`src/rtl/ysyx_22040365_wb_arb_pkg.sv`:
```
// Shared constants for the write-back arbiter: XLEN, register count and RV64 load funct3 codes.
package ysyx_22040365_wb_arb_pkg;

    localparam int XLEN     = 64;
    localparam int NUM_REGS = 32;

    localparam logic [2:0] F3_LB  = 3'b000;
    localparam logic [2:0] F3_LH  = 3'b001;
    localparam logic [2:0] F3_LW  = 3'b010;
    localparam logic [2:0] F3_LD  = 3'b011;
    localparam logic [2:0] F3_LBU = 3'b100;
    localparam logic [2:0] F3_LHU = 3'b101;
    localparam logic [2:0] F3_LWU = 3'b110;

endpackage

```
`src/rtl/ysyx_22040365_wb_arb_load_fmt.sv`:
```
// Combinational load formatter: picks the byte/half/word lane from an aligned
// 64-bit memory word and sign- or zero-extends it according to funct3.
module ysyx_22040365_load_fmt
    import ysyx_22040365_wb_arb_pkg::*;
(
    input  logic [XLEN-1:0] rdata_i,
    input  logic [2:0]      funct3_i,
    input  logic [2:0]      addr_lo_i,
    output logic [XLEN-1:0] data_o
);

    logic [7:0]  byte_v;
    logic [15:0] half_v;
    logic [31:0] word_v;

    // Offset bits below the access size are ignored, so misaligned
    // addresses fall back to the containing aligned lane.
    always_comb begin
        byte_v = rdata_i[{addr_lo_i, 3'b000} +: 8];
        half_v = rdata_i[{addr_lo_i[2:1], 4'b0000} +: 16];
        word_v = rdata_i[{addr_lo_i[2], 5'b00000} +: 32];
        case (funct3_i)
            F3_LB:   data_o = {{56{byte_v[7]}}, byte_v};
            F3_LH:   data_o = {{48{half_v[15]}}, half_v};
            F3_LW:   data_o = {{32{word_v[31]}}, word_v};
            F3_LD:   data_o = rdata_i;
            F3_LBU:  data_o = {56'd0, byte_v};
            F3_LHU:  data_o = {48'd0, half_v};
            F3_LWU:  data_o = {32'd0, word_v};
            default: data_o = '0;
        endcase
    end

endmodule

```
`src/rtl/ysyx_22040365_wb_arb.sv`:
```
// Write-back arbiter (LSU priority over ALU) with a registered regfile write port
// and a pending-load busy scoreboard. Define YSYX_22040365_WB_CNT_EN to add retire_cnt.
module ysyx_22040365_wb_arb
    import ysyx_22040365_wb_arb_pkg::*;
#(
    parameter int ADDR_WIDTH = 5,
    parameter int DATA_WIDTH = 64
) (
    input  logic                  clk,
    input  logic                  rst,
    input  logic                  alu_valid,
    output logic                  alu_ready,
    input  logic [ADDR_WIDTH-1:0] alu_rd,
    input  logic [DATA_WIDTH-1:0] alu_data,
    input  logic                  lsu_valid,
    output logic                  lsu_ready,
    input  logic [ADDR_WIDTH-1:0] lsu_rd,
    input  logic [DATA_WIDTH-1:0] lsu_rdata,
    input  logic [2:0]            lsu_funct3,
    input  logic [2:0]            lsu_addr_lo,
    input  logic                  ld_issue,
    input  logic [ADDR_WIDTH-1:0] ld_issue_rd,
    input  logic [ADDR_WIDTH-1:0] q_rs1,
    input  logic [ADDR_WIDTH-1:0] q_rs2,
    output logic                  hazard,
`ifdef YSYX_22040365_WB_CNT_EN
    output logic [63:0]           retire_cnt,
`endif
    output logic                  rf_wen,
    output logic [ADDR_WIDTH-1:0] rf_waddr,
    output logic [DATA_WIDTH-1:0] rf_wdata
);

    localparam int NREG = 1 << ADDR_WIDTH;

    logic                  wen_q, wen_d;
    logic [ADDR_WIDTH-1:0] waddr_q, waddr_d;
    logic [DATA_WIDTH-1:0] wdata_q, wdata_d;
    logic [NREG-1:0]       busy_q, busy_d;
    logic [DATA_WIDTH-1:0] fmt_data;
    logic                  lsu_acc;
    logic                  accept;
    logic [ADDR_WIDTH-1:0] sel_rd;
    logic [DATA_WIDTH-1:0] sel_data;

    ysyx_22040365_load_fmt u_load_fmt (
        .rdata_i   (lsu_rdata),
        .funct3_i  (lsu_funct3),
        .addr_lo_i (lsu_addr_lo),
        .data_o    (fmt_data)
    );

    assign lsu_ready = 1'b1;
    assign alu_ready = ~lsu_valid;
    assign lsu_acc   = lsu_valid;
    assign accept    = lsu_valid | alu_valid;

    always_comb begin
        sel_rd   = lsu_valid ? lsu_rd : alu_rd;
        sel_data = lsu_valid ? fmt_data : alu_data;
        wen_d    = accept && (sel_rd != '0);
        waddr_d  = wen_d ? sel_rd : waddr_q;
        wdata_d  = wen_d ? sel_data : wdata_q;
    end

    // Per-register busy bit: an issue in the same cycle as a writeback wins.
    genvar gi;
    generate
        for (gi = 0; gi < NREG; gi++) begin : g_busy
            if (gi == 0) begin : g_zero
                assign busy_d[gi] = 1'b0;
            end else begin : g_reg
                assign busy_d[gi] = (ld_issue && (ld_issue_rd == ADDR_WIDTH'(gi)))
                                  | (busy_q[gi] & ~(lsu_acc && (lsu_rd == ADDR_WIDTH'(gi))));
            end
        end
    endgenerate

    always_ff @(posedge clk or posedge rst) begin
        if (rst) begin
            wen_q   <= 1'b0;
            waddr_q <= '0;
            wdata_q <= '0;
            busy_q  <= '0;
        end else begin
            wen_q   <= wen_d;
            waddr_q <= waddr_d;
            wdata_q <= wdata_d;
            busy_q  <= busy_d;
        end
    end

    assign hazard   = ((q_rs1 != '0) & busy_q[q_rs1]) | ((q_rs2 != '0) & busy_q[q_rs2]);
    assign rf_wen   = wen_q;
    assign rf_waddr = waddr_q;
    assign rf_wdata = wdata_q;

`ifdef YSYX_22040365_WB_CNT_EN
    logic [63:0] cnt_q, cnt_d;

    assign cnt_d = accept ? cnt_q + 64'd1 : cnt_q;

    always_ff @(posedge clk or posedge rst) begin
        if (rst) begin
            cnt_q <= '0;
        end else begin
            cnt_q <= cnt_d;
        end
    end

    assign retire_cnt = cnt_q;
`endif

endmodule

```
`config.mk`:
```
export PLATFORM = sky130hd
export DESIGN_NAME = ysyx_22040365_wb_arb
export DESIGN_NICKNAME = d
export VERILOG_FILES = /design/src/rtl/ysyx_22040365_wb_arb_pkg.sv /design/src/rtl/ysyx_22040365_wb_arb_load_fmt.sv /design/src/rtl/ysyx_22040365_wb_arb.sv
export SDC_FILE = /design/constraint.sdc
export NUM_CORES = 1
export LEC_CHECK = 0
export CAP_MARGIN = 5
export CORE_MARGIN = 4
export CORE_UTILIZATION = 42
export DETAILED_ROUTE_END_ITERATION = 10
export GPL_ROUTABILITY_DRIVEN = 1
export MAX_ROUTING_LAYER = met4
export PLACE_DENSITY = 0.9
export SETUP_SLACK_MARGIN = 0.1
export SYNTH_ARGS = -nofsm -noshare
export SYNTH_HDL_FRONTEND = slang
export SYNTH_SLANG_ARGS = --single-unit
```
`constraint.sdc`:
```
create_clock -name clk -period 3.3 [get_ports clk]
set_clock_uncertainty 0.15 [all_clocks]
set_input_delay 0.66 -clock clk [delete_from_list [all_inputs] [get_ports clk]]
set_output_delay 0.66 -clock clk [all_outputs]
set_load 0.01 [all_outputs]
```
==> impl_metrics.py <==
metrics = {
    "routing": {
        "dr_total_vias": 7430,
        "drt_iter0_markers": 1116,
        "detail_route.drc_violations": 0,
        "detail_route.wirelength_um": 27710,
        "route.antenna.remaining_nets": 0,
        "viasPerCell": 6.297,
        "routed_wire_length_per_instance_um": 23.48,
        "firstDrtPassIters": 9,
    },
    "floorplan": {
        "core.rowCount": 46,
        "floorplan.die.width_um": 135.7,
        "die_outline_area_sq_um": 18410,
        "dieHeight_um": 135.7,
        "io_pins": 237,
        "core_region_area_sq_um": 15940,
        "initial_core_util_pct": 42.94,
    },
    "power": {
        "power.density_nw_per_um2": 418.6,
        "vdd.ir_drop.worst_mv": 0.2390,
        "cellLeakagePower_uw": 0.004064,
    },
    "layout": {
        "layout.nets": 1122,
        "most_common_cell_after_layout_fill_and_taps_aside": "sky130_fd_sc_hd__clkdlybuf4s50_1",
        "top_library_cells_by_usage_in_the_layout_fill_and_taps_aside": "sky130_fd_sc_hd__clkdlybuf4s50_1, sky130_fd_sc_hd__dfrtp_1, sky130_fd_sc_hd__nor2_1, sky130_fd_sc_hd__o21ai_0, sky130_fd_sc_hd__nand2_1",
        "final_layout_size_suffix_gt1_share_pct": 14.43,
        "area_delta_synth_final_pct": 44.00,
        "finish.utilization_pct": 61.83,
    },
    "timing": {
        "period_minus_slack_ns": 3.113,
        "worst_hold_slack_ns": 0.3350,
        "rsz0062_at_grt": "no",
        "least_margin_pin_slew_ns": 0.8313,
        "clock.fmax_mhz": 321.2,
        "setup-violations-final": 0,
        "relSlewSlack_pct": 44.40,
        "min_period_over_period_pct": 94.34,
        "final_max_slew_viol_count": 0,
        "totalNegativeSetupSlack_ns": 0,
        "report.final.hold_viol_count": 0,
    },
    "cts": {
        "clock_path_buffers": 2,
        "tritoncts_clock_tree": "built",
        "clkSinkCount": 101,
        "number_of_buffers_created_by_cts": 9,
        "clk_root_buffer_cell": "sky130_fd_sc_hd__clkbuf_16",
        "post-cts-setup-buffer-count": 0,
        "cts_max_level": 3,
        "clkTransAtPathRegs_ns": 0.07,
        "clkLatencyLatePin_ns": 0.35,
    },
    "setup_path": {
        "crit_fanout": 5,
        "worst-endpoint-required_ns": 2.49,
        "timing.critical_path.buf_inv": 3,
        "delay_of_the_slowest_cell_on_the_worst_path_ns": 0.48,
        "worst-setup-path-type": "in -> out",
        "worst_setup_path_start_kind": "primary input",
        "cp.arrival_ns": 2.30,
        "cp-end-kind": "output port",
        "critical_path.cell_chain": "buf_4 > buf_12 > mux4_2 > mux4_2 > mux2i_1 > o211ai_1 > buf_2",
        "kind_of_cell_adding_the_most_delay_to_the_critical_path": "multiplexers",
        "critical_path.most_common_cell": "sky130_fd_sc_hd__mux4_2",
        "cpMaxStageDelayCell": "sky130_fd_sc_hd__mux4_2",
    },
    "place": {
        "port_buffers": 235,
        "replace_congestion": 0.9714,
        "place.detailed.hpwl_um": 20690,
    },
    "grt": {
        "grt_first_pass_wirelength_um": 42370,
        "antenna_found_initial": 1,
        "maximum_number_of_pins_on_one_net_before_global_route_repair": 102,
        "vias_in_the_first_global_route": 7508,
        "grtUsageTotal_pct": 30.92,
        "leftover_overflow_at_the_end_of_global_routing": 0,
    },
    "synthesis": {
        "netlist_instances": 733,
        "synth_top_cells_by_area": "sky130_fd_sc_hd__dfrtp_1, sky130_fd_sc_hd__mux4_2, sky130_fd_sc_hd__o21ai_0, sky130_fd_sc_hd__mux2i_1, sky130_fd_sc_hd__nor2_1",
        "synth_enable_flop_cells": 0,
        "yosys.area.top_type": "sky130_fd_sc_hd__dfrtp_1",
        "syn_area_per_cell_sq_um": 9.339,
        "flop_and_latch_count_out_of_synthesis": 101,
        "synth.yosys.seq_area_share_pct": 36.92,
        "dominant_register_cell_in_the_synthesized_netlist": "sky130_fd_sc_hd__dfrtp_1",
        "postSynthNetCount": 897,
        "synthesized_area_sq_um": 6845,
        "yosysWarnings": 0,
        "async_reset_ff_share_pct": 100.0,
        "synth_top_area_share_pct": 36.92,
        "synth_cell_types": 54,
    },
    "worst_hold_path": {
        "hold_path_class": "reg -> reg",
    },
    "outcome": {
        "status": "finished, final reports clean",
    },
    "flow_run": {
        "maxCapViolations": 0,
    },
}
## path summary, 6_finish.rpt
check / start / end / slack [ns] / cells past startpoint
worst min register to register: rf_waddr[4]$_DFFE_PP0P_ / rf_waddr[4]$_DFFE_PP0P_ / 0.34 / 2
max in group asynchronous: rst / rf_wdata[62]$_DFFE_PP0P_ / 1.91 / 3
worst min-delay path: rf_waddr[4]$_DFFE_PP0P_ / rf_waddr[4]$_DFFE_PP0P_ / 0.34 / 2
worst max-delay path: q_rs2[2] / hazard / 0.19 / 7
worst max register to register: rf_waddr[0]$_DFFE_PP0P_ / rf_waddr[0]$_DFFE_PP0P_ / 2.36 / 1
min in group asynchronous: rst / rf_waddr[3]$_DFFE_PP0P_ / 0.65 / 3
## report_power, final
part           switching (uW)  internal, uW
Clock                     530           600
Combinational             647           755
Sequential                159          1440
## state kept, by name, summed over array words and instances (netlist names)
name      flops
rf_wdata     64
rf_wen        1
rf_waddr      5
busy_q       31
## worst min-delay path: stages, from the launching register on
cell	delay, ns
sky130_fd_sc_hd__dfrtp_1	0.34
sky130_fd_sc_hd__nand2_1	0.05
sky130_fd_sc_hd__o21ai_0	0.06
## per-stage QoR
step	cells	area (sq um)	setup WS (ns)	power, uW
2_1_floorplan	733	6849	0.4314	2260
4_1_cts	1179	9861	0.1005	4126
3_3_place_gp	1162	9529	-0.5591	2967
3_5_place_dp	1162	9529	-0.5585	2993
6_report	1180	9857	0.1869	4126
5_1_grt	1180	9857	0.1024	4305
## cells by family (layout without fill, tap and decap cells)
group,Yosys count,count (layout),synth area share (%)
AOI/OAI and AO/OA,234,234,22.45
buffers and inverters,70,300,4.844
DFF,101,101,36.92
muxes,86,86,18.95
other,1,2,0.05478
and+or+nand+nor,241,241,16.78
## area by class of cell
class,count,area (sq um)
Fill cell,1337,6086
Multi-Input combinational cell,562,3993
Timing Repair Buffer,278,2733
Sequential cell,101,2527
Tap cell,216,270.3
Clock buffer,9,225.2
Clock inverter,7,80.08
Inverter,6,26.28
Antenna cell,1,2.502
## Yosys cell counts (all sizes together), types with 2 or more instances
cell type,count
a2111oi,4
nor2b,17
inv,6
clkbuf,26
nand3,45
nor3b,3
o211ai,5
nand2,65
nor4,3
o2bb2ai,4
and3b,3
o221ai,3
dfrtp,101
o22a,4
a221o,5
o21ai,74
nand2b,6
buf,38
o22ai,37
mux4,33
nor3,2
nand4b,2
and2,5
nor2,80
a21oi,54
mux2i,34
or2,4
a21o,18
mux2,19
a222oi,21
nand4,2
nand3b,2
## routing by layer
metal | up-vias | share of wire (%) | GRT usage [%] | wire, um
met5 | - | 0 | - | 0
met4 | 0 | 5.0 | 14.95 | 1374
met3 | 92 | 11 | 6.464 | 3108
met2 | 535 | 48 | 49.64 | 13220
met1 | 3587 | 36 | 37.29 | 10000
li1 | 3216 | - | - | -
## repair_timing
action                                  in CTS  in global routing
hold buffers                                 0                  0
endpoints found under the setup margin       1                  1
gates resized for setup                     12                  4
pin swaps                                    1                  1
hold endpoints to repair                     0                  0
cloned                                       1                  0
Power figures use the tool's default switching activity.
